--- config.mk ---
export PLATFORM = sky130hd
export DESIGN_NAME = axi4_usr_mem_arb
export DESIGN_NICKNAME = d
export VERILOG_FILES = /design/src/rtl/axi4_usr_mem_arb.sv
export SDC_FILE = /design/constraint.sdc
export NUM_CORES = 1
export LEC_CHECK = 0
export ABC_AREA = 1
export CELL_PAD_IN_SITES_DETAIL_PLACEMENT = 0
export CELL_PAD_IN_SITES_GLOBAL_PLACEMENT = 2
export CORE_MARGIN = 5
export CORE_UTILIZATION = 14
export CTS_BUF_LIST = sky130_fd_sc_hd__clkbuf_8
export DETAILED_ROUTE_END_ITERATION = 10
export GPL_ROUTABILITY_DRIVEN = 1
export PLACE_DENSITY_LB_ADDON = 0.1
export REMOVE_ABC_BUFFERS = 1
export SETUP_SLACK_MARGIN = 0.5
export SYNTH_ARGS = -nofsm -noshare
export SYNTH_HDL_FRONTEND = slang
export SYNTH_SLANG_ARGS = --single-unit
export TNS_END_PERCENT = 100
--- constraint.sdc ---
create_clock -name aclk -period 4.1 [get_ports aclk]
set_input_delay 0.82 -clock aclk [delete_from_list [all_inputs] [get_ports aclk]]
set_output_delay 0.82 -clock aclk [all_outputs]
set_load 0.02 [all_outputs]
--- src/rtl/axi4_usr_mem_arb.sv ---
// Round-robin arbiter that shares one single-port synchronous SRAM between
// NUM_PORT AXI4 slave user interfaces. A port keeps the SRAM for a whole
// burst; the read data path is broadcast and qualified by the per-port rvalid.
`ifndef AXI4_DATA_WIDTH
`define AXI4_DATA_WIDTH 32
`endif

module axi4_usr_mem_arb #(
  parameter int NUM_PORT = 2,
  parameter int ADDR_W   = 16,
  parameter int DATA_W   = `AXI4_DATA_WIDTH
) (
  input  logic                       aclk,
  input  logic                       aresetn,
  input  logic [NUM_PORT-1:0]        p_awvalid_i,
  input  logic [NUM_PORT-1:0]        p_arvalid_i,
  input  logic [NUM_PORT*8-1:0]      p_arlen_i,
  input  logic [NUM_PORT-1:0]        p_wvalid_i,
  input  logic [NUM_PORT-1:0]        p_wlast_i,
  input  logic [NUM_PORT-1:0]        p_rready_i,
  input  logic [NUM_PORT-1:0]        p_bready_i,
  input  logic [NUM_PORT-1:0]        p_en_i,
  input  logic [NUM_PORT-1:0]        p_wen_i,
  input  logic [NUM_PORT*ADDR_W-1:0] p_addr_i,
  input  logic [NUM_PORT*DATA_W/8-1:0] p_bm_i,
  input  logic [NUM_PORT*DATA_W-1:0] p_dat_i,
  output logic [NUM_PORT-1:0]        p_awready_o,
  output logic [NUM_PORT-1:0]        p_wready_o,
  output logic [NUM_PORT-1:0]        p_bvalid_o,
  output logic [NUM_PORT-1:0]        p_arready_o,
  output logic [NUM_PORT-1:0]        p_rvalid_o,
  output logic [DATA_W-1:0]          p_dat_o,
  output logic                       mem_en_o,
  output logic                       mem_wen_o,
  output logic [ADDR_W-1:0]          mem_addr_o,
  output logic [DATA_W/8-1:0]        mem_bm_o,
  output logic [DATA_W-1:0]          mem_dat_o,
  input  logic [DATA_W-1:0]          mem_dat_i
);

  localparam int PW = (NUM_PORT > 1) ? $clog2(NUM_PORT) : 1;
  localparam int BW = DATA_W / 8;

  typedef enum logic [2:0] {IDLE, GRANT, RD, WR, RESP} state_t;

  state_t          state;
  logic [PW-1:0]   gnt;
  logic [PW-1:0]   rr_ptr;
  logic [7:0]      len_q;
  logic [8:0]      beat_cnt;
  logic            rd_pend_q;

  logic [NUM_PORT-1:0] req;
  logic [PW-1:0]       pick;
  logic                pick_vld;
  logic [PW:0]         pick_sum;
  logic [PW-1:0]       gnt_inc;

  // Signals of the currently granted port
  logic              g_arvalid, g_awvalid, g_wvalid, g_wlast;
  logic              g_rready, g_bready, g_en, g_wen;
  logic [7:0]        g_arlen;
  logic [ADDR_W-1:0] g_addr;
  logic [BW-1:0]     g_bm;
  logic [DATA_W-1:0] g_dat;

  assign req       = p_awvalid_i | p_arvalid_i;
  assign g_arvalid = p_arvalid_i[gnt];
  assign g_awvalid = p_awvalid_i[gnt];
  assign g_wvalid  = p_wvalid_i[gnt];
  assign g_wlast   = p_wlast_i[gnt];
  assign g_rready  = p_rready_i[gnt];
  assign g_bready  = p_bready_i[gnt];
  assign g_en      = p_en_i[gnt];
  assign g_wen     = p_wen_i[gnt];
  assign g_arlen   = p_arlen_i[int'(gnt)*8 +: 8];
  assign g_addr    = p_addr_i[int'(gnt)*ADDR_W +: ADDR_W];
  assign g_bm      = p_bm_i[int'(gnt)*BW +: BW];
  assign g_dat     = p_dat_i[int'(gnt)*DATA_W +: DATA_W];

  // Next round-robin position after the port that just finished a burst
  assign gnt_inc = (gnt == PW'(NUM_PORT - 1)) ? '0 : gnt + 1'b1;

  // Cyclic search for the first requester at or after the rr pointer
  always_comb begin
    pick     = '0;
    pick_vld = 1'b0;
    pick_sum = '0;
    for (int k = 0; k < NUM_PORT; k++) begin
      pick_sum = {1'b0, rr_ptr} + (PW+1)'(k);
      if (pick_sum >= (PW+1)'(NUM_PORT)) pick_sum = pick_sum - (PW+1)'(NUM_PORT);
      if (!pick_vld && req[pick_sum[PW-1:0]]) begin
        pick     = pick_sum[PW-1:0];
        pick_vld = 1'b1;
      end
    end
  end

  // Arbitration / burst-ownership state machine
  always_ff @(posedge aclk or negedge aresetn) begin
    if (!aresetn) begin
      state     <= IDLE;
      gnt       <= '0;
      rr_ptr    <= '0;
      len_q     <= '0;
      beat_cnt  <= '0;
      rd_pend_q <= 1'b0;
    end else begin
      unique case (state)
        IDLE: begin
          rd_pend_q <= 1'b0;
          if (pick_vld) begin
            gnt   <= pick;
            state <= GRANT;
          end
        end
        GRANT: begin
          // A read request wins over a write request from the same port
          if (g_arvalid) begin
            len_q    <= g_arlen;
            beat_cnt <= '0;
            state    <= RD;
          end else if (g_awvalid) begin
            state <= WR;
          end else begin
            state <= IDLE;
          end
        end
        RD: begin
          // Read data appears one cycle after en and stays pending until taken
          rd_pend_q <= (g_en & ~g_wen) | (rd_pend_q & ~g_rready);
          if (rd_pend_q && g_rready) begin
            if (beat_cnt == {1'b0, len_q}) begin
              rr_ptr    <= gnt_inc;
              rd_pend_q <= 1'b0;
              state     <= IDLE;
            end else begin
              beat_cnt <= beat_cnt + 9'd1;
            end
          end
        end
        WR: begin
          if (g_wvalid && g_wlast) state <= RESP;
        end
        RESP: begin
          if (g_bready) begin
            rr_ptr <= gnt_inc;
            state  <= IDLE;
          end
        end
        default: state <= IDLE;
      endcase
    end
  end

  // Per-port handshakes and SRAM mux, decoded from the registered state
  always_comb begin
    p_arready_o = '0;
    p_awready_o = '0;
    p_rvalid_o  = '0;
    p_wready_o  = '0;
    p_bvalid_o  = '0;
    mem_en_o    = 1'b0;
    mem_wen_o   = 1'b0;
    mem_addr_o  = '0;
    mem_bm_o    = '0;
    mem_dat_o   = '0;
    unique case (state)
      GRANT: begin
        p_arready_o[gnt] = g_arvalid;
        p_awready_o[gnt] = ~g_arvalid & g_awvalid;
      end
      RD:      p_rvalid_o[gnt] = rd_pend_q;
      WR:      p_wready_o[gnt] = 1'b1;
      RESP:    p_bvalid_o[gnt] = 1'b1;
      default: ;
    endcase
    if (state == GRANT || state == RD || state == WR) begin
      mem_en_o   = g_en;
      mem_wen_o  = g_wen;
      mem_addr_o = g_addr;
      mem_bm_o   = g_bm;
      mem_dat_o  = g_dat;
    end
  end

  // Read data is only driven while a beat is being offered
  assign p_dat_o = (state == RD && rd_pend_q) ? mem_dat_i : '0;

endmodule

==> results.yml <==
run_status:
  status: "complete, no violations"
final_layout:
  leading_cell_type_in_the_layout_fill_and_taps_excluded: "nand2_1"
  stdcell_count: 1117
  final_area_sq_um: 5960
  syn2layout_area_growth_pct: 100
  post-route-util_pct: 28.5
  finish.net_count: 1012
  mostFrequentLayoutCells: "288 x nand2_1, 265 x clkdlybuf4s50_1, 110 x inv_1"
  drive_gt1_share_pct: 4.29
  fill_cells: 2388
setup_path:
  critical_path.top_delay_family: "buffers and inverters"
  critical_path.slowest_cell: "clkdlybuf4s50_1"
  critical_path.max_fanout: 4
  worst_ep_arrival_time_ps: 2470
  crit_path_cell_trace: "clkdlybuf4s50_1, nand2_1, o21a_2, nand2_1, nor3_1, clkdlybuf4s50_1"
  path_class: "input port to output port"
  critical_path.endpoint_type: "output port"
  worst_endpoint_required_time_ps: 3280
  number_of_buffers_and_inverters_on_the_critical_path: 2
  crit_path_start_kind: "input port"
  worst_setup_slack_for_register_to_register_paths_ps: 2090
  delay_contributed_by_the_slowest_stage_of_the_critical_path_ps: 640
sta:
  rsz_0062_raised_after_global_routing: "no"
  timing.max_slew.rel_slack_pct: 35.1
  slew_violations: 0
  finClkSkew_ps: 3.10
  timing.final.setup_violations: 0
  timing.final.ws_setup_ps: 812
  fin_worst_hold_slack_ps: 510
  worst_slew_pin_slew_ps: 971
  clock.fmax_ghz: 0.304
  timing.final.hold_violations: 0
  total_negative_slack_ps: 0
  fin_crit_sh_pct: 80.2
  fin_crit_ps: 3290
power:
  power.ir.vdd_worst_mv: 0.250
  fin_total_pwr_mw: 3.16
  power_density_nw_per_um2: 530
  total_leakage_power_nw: 3.12
clock_network:
  cts_setup_buffers: 0
  worstSkewPairLatency_ps: 270
  cts_buffers: 3
  post_cts_resize_count: 0
  htree_levels: 1
  clock_path_buffers: 2
  numClockSinks: 23
  cts.hold.buffers_added: 0
  clkSlewWorstSetupHoldPaths_ps: 90
  cts_root_buffer: "clkbuf_8"
  tritoncts: "built"
grt:
  grt_antenna_before_repair: 2
  grt_start_max_net_pins: 60
  vias_in_the_first_global_route: 4383
  grt_pass1_wl_mm: 24.4
  groute.usage.overall_pct: 12.7
  grt_overflow: 0
routing:
  final_wl_mm: 16.0
  drt-initial-drc-count: 101
  route.detailed.vias_per_inst: 3.77
  first_pass_iters: 4
  routed_len_inst_um: 14.3
  vias: 4210
  drc: 0
  post_drt_antenna_nets: 0
logic_synthesis:
  ys_seq_elements: 23
  yosys_warnings: 0
  synth_top_flop_cell: "dfrtp_1"
  synth_area_leader_cell: "nand2_1"
  synthesis.area_per_instance_sq_um: 5.05
  synth-seq-area-share_pct: 19.3
  synth_top_cell_area_share_pct: 36.3
  asyncSetResetFlopFracSynth_pct: 100
  number_of_flops_mapped_to_enable_cells_by_yosys: 0
  synth_area_sq_um: 2980
  synth_top_cells_by_area: "nand2_1 36%, dfrtp_1 19%, inv_1 14%, nor2_1 7.9%, nand3_1 2.9%"
  syn-instance-count: 589
  post_synth_num_cell_types: 35
placed_design:
  finalWeightedCongestion: 0.796
  dpl_cell_area_sq_um: 5910
  placedCellCount: 1111
  numPortBuffers: 265
  post-place-ws_ps: 807
  post-dp-hpwl_mm: 13.2
floorplanning:
  core-area_sq_um: 21000
  ioPinCount: 266
  die_area_sq_um: 24300
  number_of_placement_rows: 53
  floorplan.die.width_um: 156
  initial_utilization_pct: 14.2
  fp.dieH_um: 156
min_path:
  min-delay-path-class: "register to register"
flow_run:
  timing.max_cap.violations: 0
## path summary, 6_finish.rpt
check	end	depth (start not counted)	startpoint
worst min register to register	rr_ptr	2	rr_ptr
max in group asynchronous	gnt	1	aresetn
worst max register to register	beat_cnt[1]	11	gnt
min in group asynchronous	len_q[5]	1	aresetn
worst max-delay path	p_awready_o[0]	6	p_arvalid_i[1]
worst min-delay path	rr_ptr	2	rr_ptr
## where the power goes
group | total [mW] | switching, mW | internal [mW]
clock | 0.147 | 0.0796 | 0.0671
sequential | 0.380 | 0.0766 | 0.303
combinational | 2.63 | 1.59 | 1.05
## flip-flops by register name, indices dropped and copies added, names as in the netlist
signal     count
rd_pend_q      1
len_q          8
beat_cnt       9
state          3
rr_ptr         1
gnt            1
## tightest hold or removal path: cells and delay by family (launching register included)
family / cells / cell delay [ps]
DFF: 1 / 380
and+or+nand+nor: 2 / 110
## final cells by class
class	instances	area, sq um	share of cell area (%)
Clock inverter	1	3.75	0.0630
Inverter	117	439	7.37
Clock buffer	3	41.3	0.693
Tap cell	275	344	5.77
Timing Repair Buffer	271	2710	45.5
Antenna cell	2	5.00	0.0839
Sequential cell	23	577	9.67
Multi-Input combinational cell	425	1840	30.9
## layer usage
layer | vias to the layer above | routed length (um) | track usage (%)
met3 | 4 | 2020 | 6.60
li1 | 2216 | - | -
met5 | - | 0 | 0
met2 | 165 | 8080 | 23.7
met1 | 1825 | 5760 | 13.0
met4 | 0 | 102 | 1.42
## cell families after synthesis
group,count (synthesis),share of synthesized area (%)
compound gates,22,4.84
xor+xnor,4,1.18
fa+ha+maj,1,0.420
buf+inv,141,18.9
flops,23,19.3
mux,1,0.336
simple gates,397,55.0
## synth_stat cells (4+ instances only)
cell     count
inv_1      110
nor2_1      63
nor3_1       4
nand2_1    288
nand2_2      4
nand4_1      6
nand2_4      4
a31oi_1      9
buf_2       15
dfrtp_1     23
nand3_1     17
o21ai_0      4
inv_2        7
buf_1        4
No activity file was read; power rests on OpenSTA's default activity.
